$ cat src/rtl/pmem_read_arbiter.sv
// Round-robin arbiter that serialises two program-memory read requesters onto one read port.
// Optional GRANT watchdog enabled by defining PMEM_ARB_TIMEOUT_EN.
module pmem_read_arbiter #(
    parameter int unsigned ADDR_W         = 16,
    parameter int unsigned DATA_W         = 32,
    parameter int unsigned TIMEOUT_CYCLES = 255
) (
    input  logic              clk_in,
    input  logic              rst_in,
    input  logic              a_req_in,
    input  logic [ADDR_W-1:0] a_addr_in,
    output logic              a_valid_out,
    output logic [DATA_W-1:0] a_data_out,
    output logic              a_err_out,
    input  logic              b_req_in,
    input  logic [ADDR_W-1:0] b_addr_in,
    output logic              b_valid_out,
    output logic [DATA_W-1:0] b_data_out,
    output logic              b_err_out,
    input  logic              mem_ready_in,
    output logic              mem_read_request_out,
    output logic [ADDR_W-1:0] mem_addr_out,
    input  logic [DATA_W-1:0] mem_data_in,
    input  logic              mem_valid_in,
    output logic              busy_out,
    output logic              owner_out
);

    typedef enum logic [1:0] {
        IDLE  = 2'd0,
        GRANT = 2'd1,
        RESP  = 2'd2
    } state_t;

    state_t            state, state_next;
    logic              ptr, ptr_next;
    logic              winner_c;
    logic              timeout_c;
    logic              req_next;
    logic [ADDR_W-1:0] addr_next;
    logic              owner_next;
    logic              busy_next;
    logic              a_valid_next, b_valid_next;
    logic              a_err_next, b_err_next;
    logic [DATA_W-1:0] a_data_next, b_data_next;

`ifdef PMEM_ARB_TIMEOUT_EN
    localparam int unsigned CNT_W = (TIMEOUT_CYCLES > 1) ? $clog2(TIMEOUT_CYCLES) : 1;

    logic [CNT_W-1:0] cnt, cnt_next;

    // The timeout fires in the TIMEOUT_CYCLES-th GRANT cycle.
    assign timeout_c = (cnt == CNT_W'(TIMEOUT_CYCLES - 1));

    always_comb begin
        cnt_next = cnt;
        if (state == IDLE) begin
            cnt_next = '0;
        end else if (state == GRANT) begin
            cnt_next = cnt + CNT_W'(1);
        end
    end

    always_ff @(posedge clk_in) begin
        if (!rst_in) begin
            cnt <= '0;
        end else begin
            cnt <= cnt_next;
        end
    end
`else
    // Without the watchdog GRANT waits forever and the err outputs stay 0.
    logic unused_timeout;
    assign timeout_c      = 1'b0;
    assign unused_timeout = ^32'(TIMEOUT_CYCLES);
`endif

    // Next-state and next-output decode.
    always_comb begin
        state_next   = state;
        ptr_next     = ptr;
        req_next     = mem_read_request_out;
        addr_next    = mem_addr_out;
        owner_next   = owner_out;
        a_valid_next = 1'b0;
        b_valid_next = 1'b0;
        a_err_next   = 1'b0;
        b_err_next   = 1'b0;
        a_data_next  = a_data_out;
        b_data_next  = b_data_out;
        // ptr names the port preferred when both request (the one not served last).
        winner_c     = (a_req_in && b_req_in) ? ptr : b_req_in;

        case (state)
            IDLE: begin
                if (mem_ready_in && (a_req_in || b_req_in)) begin
                    state_next = GRANT;
                    req_next   = 1'b1;
                    addr_next  = winner_c ? b_addr_in : a_addr_in;
                    owner_next = winner_c;
                    ptr_next   = ~winner_c;
                end
            end
            GRANT: begin
                if (mem_valid_in) begin
                    state_next = RESP;
                    req_next   = 1'b0;
                    if (owner_out) begin
                        b_valid_next = 1'b1;
                        b_data_next  = mem_data_in;
                    end else begin
                        a_valid_next = 1'b1;
                        a_data_next  = mem_data_in;
                    end
                end else if (timeout_c) begin
                    state_next = RESP;
                    req_next   = 1'b0;
                    if (owner_out) begin
                        b_valid_next = 1'b1;
                        b_err_next   = 1'b1;
                        b_data_next  = '0;
                    end else begin
                        a_valid_next = 1'b1;
                        a_err_next   = 1'b1;
                        a_data_next  = '0;
                    end
                end
            end
            RESP: begin
                state_next = IDLE;
            end
            default: begin
                state_next = IDLE;
                req_next   = 1'b0;
            end
        endcase

        busy_next = (state_next != IDLE);
    end

    // State and registered outputs; reset abandons any in-flight read.
    always_ff @(posedge clk_in) begin
        if (!rst_in) begin
            state                <= IDLE;
            ptr                  <= 1'b0;
            mem_read_request_out <= 1'b0;
            mem_addr_out         <= '0;
            owner_out            <= 1'b0;
            busy_out             <= 1'b0;
            a_valid_out          <= 1'b0;
            b_valid_out          <= 1'b0;
            a_err_out            <= 1'b0;
            b_err_out            <= 1'b0;
            a_data_out           <= '0;
            b_data_out           <= '0;
        end else begin
            state                <= state_next;
            ptr                  <= ptr_next;
            mem_read_request_out <= req_next;
            mem_addr_out         <= addr_next;
            owner_out            <= owner_next;
            busy_out             <= busy_next;
            a_valid_out          <= a_valid_next;
            b_valid_out          <= b_valid_next;
            a_err_out            <= a_err_next;
            b_err_out            <= b_err_next;
            a_data_out           <= a_data_next;
            b_data_out           <= b_data_next;
        end
    end

endmodule

$ cat config.mk
export PLATFORM = sky130hd
export DESIGN_NAME = pmem_read_arbiter
export DESIGN_NICKNAME = d
export VERILOG_FILES = /design/src/rtl/pmem_read_arbiter.sv
export SDC_FILE = /design/constraint.sdc
export NUM_CORES = 1
export LEC_CHECK = 0
export CELL_PAD_IN_SITES_DETAIL_PLACEMENT = 1
export CELL_PAD_IN_SITES_GLOBAL_PLACEMENT = 2
export CORE_UTILIZATION = 20
export DETAILED_ROUTE_END_ITERATION = 10
export GPL_ROUTABILITY_DRIVEN = 0
export PLACE_DENSITY_LB_ADDON = 0.1
export SLEW_MARGIN = 20
export SYNTH_ARGS = -nofsm -noshare
export SYNTH_HDL_FRONTEND = slang
export SYNTH_SLANG_ARGS = --single-unit
export TNS_END_PERCENT = 50
$ cat constraint.sdc
create_clock -name clk_in -period 1.53 [get_ports clk_in]
set_clock_uncertainty 0.2 [all_clocks]
set_input_delay 0.306 -clock clk_in [delete_from_list [all_inputs] [get_ports clk_in]]
set_output_delay 0.306 -clock clk_in [all_outputs]
set_load 0.005 [all_outputs]
==> impl_summary.md, run 1 <==
Synth
Summing the sequential cell areas from Yosys gives 54.9% of the chip area. For this run, the number of Yosys warnings is 0. In the synthesized netlist, the number of instances is 360.

In the synthesized netlist the dominant register cell turns out to be dfxtp_1. The number of distinct library cells after synthesis is 30. The share of synthesized registers carrying an async set or reset is 0%. The register bit count reported by yosys is 88. The average instance area after synthesis is 8.91 um^2.

In this run the cell area of the synthesized design comes to 3210 um^2. By area the synthesized netlist is led by dfxtp_1, nand3_1, o21ai_0. Of the post-synthesis cell area, the dominant cell type holds 54.9%.

In this run, synthesis inferred 0 flip-flops with an integrated enable. dfxtp_1 takes more of the synthesized area than any other cell.

Timing
Setup repair after global routing could not meet its margin everywhere. For the final routed database, the setup TNS stands at 0 ps. The final number of hold-violating endpoints is 0. Static timing analysis puts the maximum clock frequency at 666 MHz. Setup violations remaining at the end of the flow were counted as 0. The setup slack after layout is 27.4 ps. The worst path uses 98.2% of the clock period.

The time the final worst path needs with I/O delays and setup is 1500 ps. The final max-slew violation count is 0.

Cells and area
The repair_antennas step left the layout with diodes totalling 0. The post-route netlist has 12.6% of its cells at a drive strength greater than 1. The area growth from synthesis to layout is 69.7%. The net total in the final layout is 590. After filler insertion, the fill cell instance count of the layout stands at 1,816. The filler-free cell count of the finished design is 736.

Die
The die outline area is 16,600 um^2. The floorplan step defined a core boundary enclosing 15,400 um^2. The die boundary width is 129 um.

The top-level port count is 157. The initial utilization of the core area, before any placement, comes to 20.8%. The number of cell rows is 45. The die is 129 um tall.

CTS
The number of hold buffers added after CTS was 0. The clock transition at the registers of the reported paths is 60 ps. TritonCTS built the clock tree.

The buffer depth of the longest clock path is 2. The clock net in this run drives a total of 88 sinks. TritonCTS created 9 clock buffers. The tree is rooted in a clkbuf_16. The level count of the clock H-tree is 3.

The clock insertion delay at the later pin of the skew report is 330 ps.

Routing
The total DRC errors in the routed layout is 0. The average detailed-routed wire length per instance is 15.7 um. The total length of routed wires is 11.5 mm.

Across all layers, the routed design uses 3,199 vias. For this run, the detailed router's first-pass iteration total came to 4. The starting DRC count in detailed routing is 100. The final antenna-violating net count is 0. The via density per instance is 4.35.

Setup path
Setup slack on the worst reg-to-reg path comes out at 30 ps. The maximum single-stage delay on the critical path is 370 ps. The critical path starts at state[1]. The endpoint of the most critical register-to-register path is mem_addr_out[4].

The depth of the worst register-to-register path is 4. The kind of capture point of the worst setup path is a flip-flop. The arrival time at the worst endpoint is 1580 ps. The biggest fanout along the worst timing path is 16. The critical path ends at mem_addr_out[4].

The kind of critical path is flip-flop to flip-flop. The startpoint of the worst-slack reg-to-reg timing path is state[1]. In this run the number of cells on the critical path is 4. The critical path goes through nor4bb_4, and3_4, buf_12, a221o_1. The buffers plus inverters on the worst setup path is 1.

Data on the critical path is required at its endpoint by 1600 ps. For this design, the slowest cell found on the critical path is dfxtp_4. The dominant delay contributor by cell family on the critical path is simple AND/OR/NAND/NOR gates. The kind of start point of the critical path is a flip-flop.

GRT
The first global-routing pass estimated 16.8 mm of wire. The pin count of the biggest net entering global routing is 64. The number of antenna violations at the first check in global routing was 0. The number of global-route vias before repair is 3,211.

Global routing used 13.5% of the available tracks across all layers. The aggregate global routing overflow is 0.

Hold path
In this run the worst hold path is classified as primary input to flip-flop. The source of the worst hold timing path is mem_valid_in.

Pwr
For this design the static power due to leakage is 2.39 nW. Power comes to 5.32 mW. Power spread over the standard cell area amounts to 977 nW/um^2. The worst supply voltage drop on vdd is 0.444 mV.

Place
The worst-case setup slack after placement is -673 ps. The post-placement cell count is 712. Input and output buffers added on the ports amount to 154.

The total half-perimeter wirelength after legalization and detailed placement is 7.64 mm.

Flow run
Max-cap violations in this run came to 0.

Run status
The run finished with clean final reports.
==> worst min-delay path by stage <==
| stage | to | slack (ps) | cells after the start |
|---|---|---|---|
| 6_report | state[1] | 250 | 2 |
| 3_3_place_gp | b_data_out[24] | 250 | 2 |
| 5_1_grt | state[1] | 250 | 2 |
| 4_1_cts | state[1] | 230 | 2 |
| 3_5_place_dp | b_data_out[25] | 250 | 2 |
| 2_1_floorplan | mem_addr_out[0] | 250 | 1 |
==> state kept, by name, summed over array words and instances, names as in the netlist <==
register / count
b_data_out: 32
owner_out: 1
b_valid_out: 1
a_valid_out: 1
mem_read_request_out: 1
busy_out: 1
a_data_out: 32
state: 2
ptr: 1
mem_addr_out: 16
==> synthesized netlist by cell type, types with 3 or more instances <==
library cell	instances
a221o_1	16
nor3_1	16
nand2_1	49
nor2_1	5
dfxtp_1	88
o21ai_0	52
buf_1	6
o21ai_1	13
buf_2	15
nand3_1	64
clkbuf_1	10
buf_4	3
==> stage by stage <==
stage | util, % | area, um^2 | hold WS (ps)
global route | 35.3 | 5450 | 248
CTS | 34.7 | 5360 | 232
global placement | 33.0 | 5080 | 246
finish | 35.3 | 5450 | 251
floorplan | - | 3210 | 245
detailed placement | 33.0 | 5080 | 253
==> kinds of logic after synthesis <==
logic type	Yosys count	share of synthesized area [%]
simple gates	146	22.1
flops	88	54.9
compound gates	86	16.4
buf+inv	38	6.12
mux	1	0.312
other cells	1	0.117
==> power breakdown <==
part	switching, mW	internal [mW]
Combinational	0.270	0.369
Clock	0.908	1.36
Sequential	0.0455	2.37
==> per-layer routing <==
layer / track usage, % / part of all wire, %
met5: 0 / 0
met4: 6.09 / 1.8
met3: 5.20 / 7.9
met2: 21.6 / 44
met1: 15.9 / 46
==> cells in the final DEF (no fill, tap or decap), types with 2 or more instances in the layout <==
master,Yosys,routed
clkbuf_16,0,10
nand3_2,0,2
nor2b_1,2,2
nor3_1,16,16
clkbuf_1,10,3
o21ai_0,52,40
o21a_1,2,2
dfxtp_1,88,75
clkdlybuf4s50_1,0,64
nor2_1,5,5
buf_4,3,19
nand2_1,49,49
clkbuf_8,0,2
dfxtp_4,0,2
conb_1,1,2
o21ai_1,13,25
dlygate4sd2_1,0,89
a221o_1,16,16
buf_6,1,3
inv_1,2,2
nand3_1,64,62
dfxtp_2,0,11
buf_12,1,8
==> worst register-to-register path, cell delays in order (launching register included) <==
cell      delay, ps
dfxtp_4         370
nor4bb_4        330
and3_4          240
buf_12          140
a221o_1         160
==> repair_timing <==
action                                  in CTS  in global routing
cloned                                       0                  3
pin swaps                                    2                  9
buffers inserted                             4                  1
gates resized for setup                    105                 23
endpoints found under the hold margin        0                  0
endpoints found under the setup margin     132                 60
==> layout make-up <==
class                      instances  area, um^2  area share (%)
inverter                           2        7.51           0.138
clock inverter                     2        37.5           0.689
clock buffer                      14         264            4.85
multi-input combinational        235        1310            24.0
sequential                        88        1780            32.7
timing repair buffer             184        1780            32.7
tap                              211         264            4.85
(Power assumes the default switching activity.)
==> run 2, diff against run 1 <==
--- a/config.mk
+++ b/config.mk
@@ -7,7 +7,7 @@
 export LEC_CHECK = 0
 export CELL_PAD_IN_SITES_DETAIL_PLACEMENT = 1
 export CELL_PAD_IN_SITES_GLOBAL_PLACEMENT = 2
-export CORE_UTILIZATION = 20
+export CORE_UTILIZATION = 22
 export DETAILED_ROUTE_END_ITERATION = 10
 export GPL_ROUTABILITY_DRIVEN = 0
 export PLACE_DENSITY_LB_ADDON = 0.1
==> constraint.sdc (replaced) <==
create_clock -name clk_in -period 1.5 [get_ports clk_in]
set_clock_uncertainty 0.2 [all_clocks]
set_input_delay 0.3 -clock clk_in [delete_from_list [all_inputs] [get_ports clk_in]]
set_output_delay 0.3 -clock clk_in [all_outputs]
set_load 0.005 [all_outputs]
==> impl_summary.md, run 2 (synthesis results as in run 1) <==
Cells and area
The leading cell type in the layout, fill and taps excluded is dlygate4sd2_1. The final antenna diode count is 0 (unchanged). The library cells used most frequently in the layout, excluding fill and tap cells, are dlygate4sd2_1, dfxtp_1, clkdlybuf4s50_1, o21ai_1, nand2_1. In the final layout, the registers with the most flip-flops are a_data_out x32, b_data_out x32, mem_addr_out x16. The net total in the final layout is 601 (+1.9%). The area growth from synthesis to layout is 79.2%. The fraction of final layout cells sized beyond drive strength 1 was 18.9% (+6.4 points).

The final core utilization came to 40.9% (+5.6 points). The final design instance area without fill is 5750 um^2 (+5.6%).

Timing
The time the final worst path needs with I/O delays and setup is 1510 ps (+8.30 ps). The achievable frequency is 662 MHz (-0.55%). Setup repair after global routing could not meet its margin everywhere. The setup slack after layout came to -10.9 ps (-38.3 ps).

The fraction of the cycle the final worst path needs is 101% (+2.5 points). The tightest hold margin was 231 ps (-20.7 ps). The final number of hold-violating endpoints came to 0 (unchanged). The final max-slew violation count is 0 (unchanged). The final setup violation count came to 3 (+3).

The final setup TNS is -19.3 ps (-19.3 ps).

Setup path
The critical path required time was 1540 ps (-60 ps). Traced cell by cell, the critical path runs through buf_6, nand4bb_4, buf_12, clkbuf_16, nand3_2, o21ai_1. The buffers plus inverters on the worst setup path came to 3 (+2). The kind of cell with the highest combined delay along the critical path is buffers and inverters. STA classifies the critical path startpoint as a flip-flop. The slowest stage of the critical path belongs to the cell dfxtp_4. The maximum single-stage delay on the critical path is 370 ps (about the same).

The setup slack of the worst register-to-register path was -10 ps (-40 ps). The kind of capture point of the worst setup path is a flip-flop. The arrival time at the worst endpoint is 1550 ps (-30 ps). The worst register-to-register path ends at a_data_out[21]. The depth of the worst register-to-register path is 6 (+2). The biggest fanout along the worst timing path came to 7 (-9). By startpoint and endpoint, the worst setup path is classified as flip-flop to flip-flop. The startpoint of the worst-slack reg-to-reg timing path is state[1].

Pwr
The sequential fraction of design power is 45.7% (+0.3 points). The worst supply voltage drop on vdd was 0.612 mV (+38%). The power per cell area was 939 nW/um^2 (-3.9%). The proportion of total power due to net switching is 23.1% (+0.059 points). The clock network fraction of total power is 40.7% (-1.9 points).

The leakage power is 2.50 nW (+4.6%). The power share of the combinational group is 13.6% (+1.6 points). The switching power is 1.24 mW (+1.7%). The cell internal power dissipation came to 4.15 mW (+1.3%).

Die
The die outline area is 15,100 um^2 (-9.0%). The standard cell core area is 14,000 um^2 (-9.0%). The effective utilization at floorplan is 22.8% (+2.1 points).

The number of cell rows is 43 (-4.4%). The top-level port count was 157 (unchanged). The die boundary width is 123 um (-4.6%). The height of the die is 123 um (-4.6%).

Routing
The number of iterations in the first detailed-routing pass is 5 (+1). The final antenna-violating net count is 0 (unchanged). The starting DRC count in detailed routing is 93 (-7.0%).

The average detailed-routed wire length per instance is 16.9 um (+7.9%). The via density per instance was 4.57 (+5.0%). The via total after detailed routing is 3,255 (+1.8%).

The total length of routed wires is 12.1 mm (+4.6%). The total DRC errors in the routed layout is 0 (unchanged).

Hold path
The depth of the worst hold-timing path was 2 (unchanged). The tightest min-delay check is of the primary input to flip-flop type. The source of the worst hold timing path is mem_valid_in. The end point of the most critical hold path is state[1].

GRT
The aggregate global routing overflow is 0 (unchanged). The number of global-route vias before repair is 3,137 (-2.3%). The global-route total usage across every layer is 14.0% (+0.50 points).

The wire length of the first global-routing pass came to 16.0 mm (-5.1%). The number of antenna violations at the first check in global routing is 0 (unchanged). The pin count of the biggest net entering global routing came to 70 (+9.4%).

Place
The total half-perimeter wirelength after legalization and detailed placement is 7.26 mm (-5.0%). The port buffer count is 154 (unchanged). The area of placed instances came to 5040 um^2 (-0.81%). The worst-case setup slack after placement is -693 ps (-19.6 ps).

CTS
The clock insertion delay at the later pin of the skew report was 340 ps (about the same). The level count of the clock H-tree came to 3 (unchanged). The number of buffers inserted by hold repair at cts was 0 (unchanged). The CTS sink count is 88 (unchanged). The buffer depth of the longest clock path is 2 (unchanged). The clock transition at the registers of the reported paths came to 60 ps (about the same). The clock root buffer is clkbuf_16.

The clock tree from TritonCTS is yes. The total CTS buffers is 9 (unchanged).

Run status
The checks that failed: setup timing. The run finished, with violations left.

Flow run
The count of max-cap constraint violations came to 0 (unchanged).
[run 2: cell types whose count changed in the layout (fill, tap and decap cells not counted), moves of 2 or more]
cell | before | now
o21ai_0 | 40 | 5
o21ai_1 | 25 | 59
nand3_1 | 62 | 36
nand3_2 | 2 | 28
clkbuf_16 | 10 | 17
buf_6 | 3 | 9
dfxtp_2 | 11 | 8
buf_4 | 19 | 17
dfxtp_1 | 75 | 77
[run 2: through the flow]
step	power [mW]	std cells
final	5.40	713
after global routing	5.63	713
after CTS	5.39	698
after detailed placement	3.19	681
after global placement	3.18	681
after floorplan	2.75	361
[run 2: worst max-delay path by stage]
stage,startpoint,to,cells after the start
floorplan,mem_ready_in,mem_addr_out[10],5
CTS,state[1],b_data_out[10],5
finish,state[1],a_data_out[21],6
global route,state[1],b_data_out[9],6
detailed placement,a_req_in,mem_addr_out[14],4
global placement,a_req_in,mem_addr_out[12],4
[run 2: layer usage]
| metal | wire length (um) | up-vias | GRT usage, % | part of all wire [%] |
|---|---|---|---|---|
| met5 | 0 | - | 0 | 0 |
| met4 | 151 | 0 | 5.26 | 1.3 |
| met3 | 1030 | 9 | 6.46 | 8.5 |
| met2 | 5740 | 101 | 22.0 | 48 |
| met1 | 5160 | 1531 | 16.4 | 43 |
| li1 | - | 1614 | - | - |
[run 2: worst reg2reg max path: cells and delay by family, from the launching register on]
| kind | cells | cell delay [ps] |
|---|---|---|
| buffers and inverters | 3 | 490 |
| DFF | 1 | 370 |
| and+or+nand+nor | 2 | 290 |
| AOI/OAI and AO/OA | 1 | 60 |
[run 2: power groups by stage]
stage	Sequential [mW]	Clock, mW	Combinational [mW]
final	2.47	2.20	0.733
after global routing	2.48	2.36	0.793
after CTS	2.46	2.28	0.645
after detailed placement	2.52	0	0.670
after global placement	2.52	0	0.664
after floorplan	2.52	0	0.232
[run 2: timing repair]
| item | 4_1_cts | 5_1_grt |
|---|---|---|
| endpoints found under the setup margin | 128 | 71 |
| buffers inserted | 4 | 2 |
| gates cloned | 0 | 14 |
| pin swaps | 3 | 28 |
| resized for setup | 104 | 85 |
[run 2: layout make-up]
class,count,area (um^2)
Fill cell,1586,8290
Timing Repair Buffer,195,2010
Sequential cell,88,1780
Multi-Input combinational cell,235,1450
Clock buffer,12,246
Tap cell,180,225
Clock inverter,1,30.0
Inverter,2,7.51
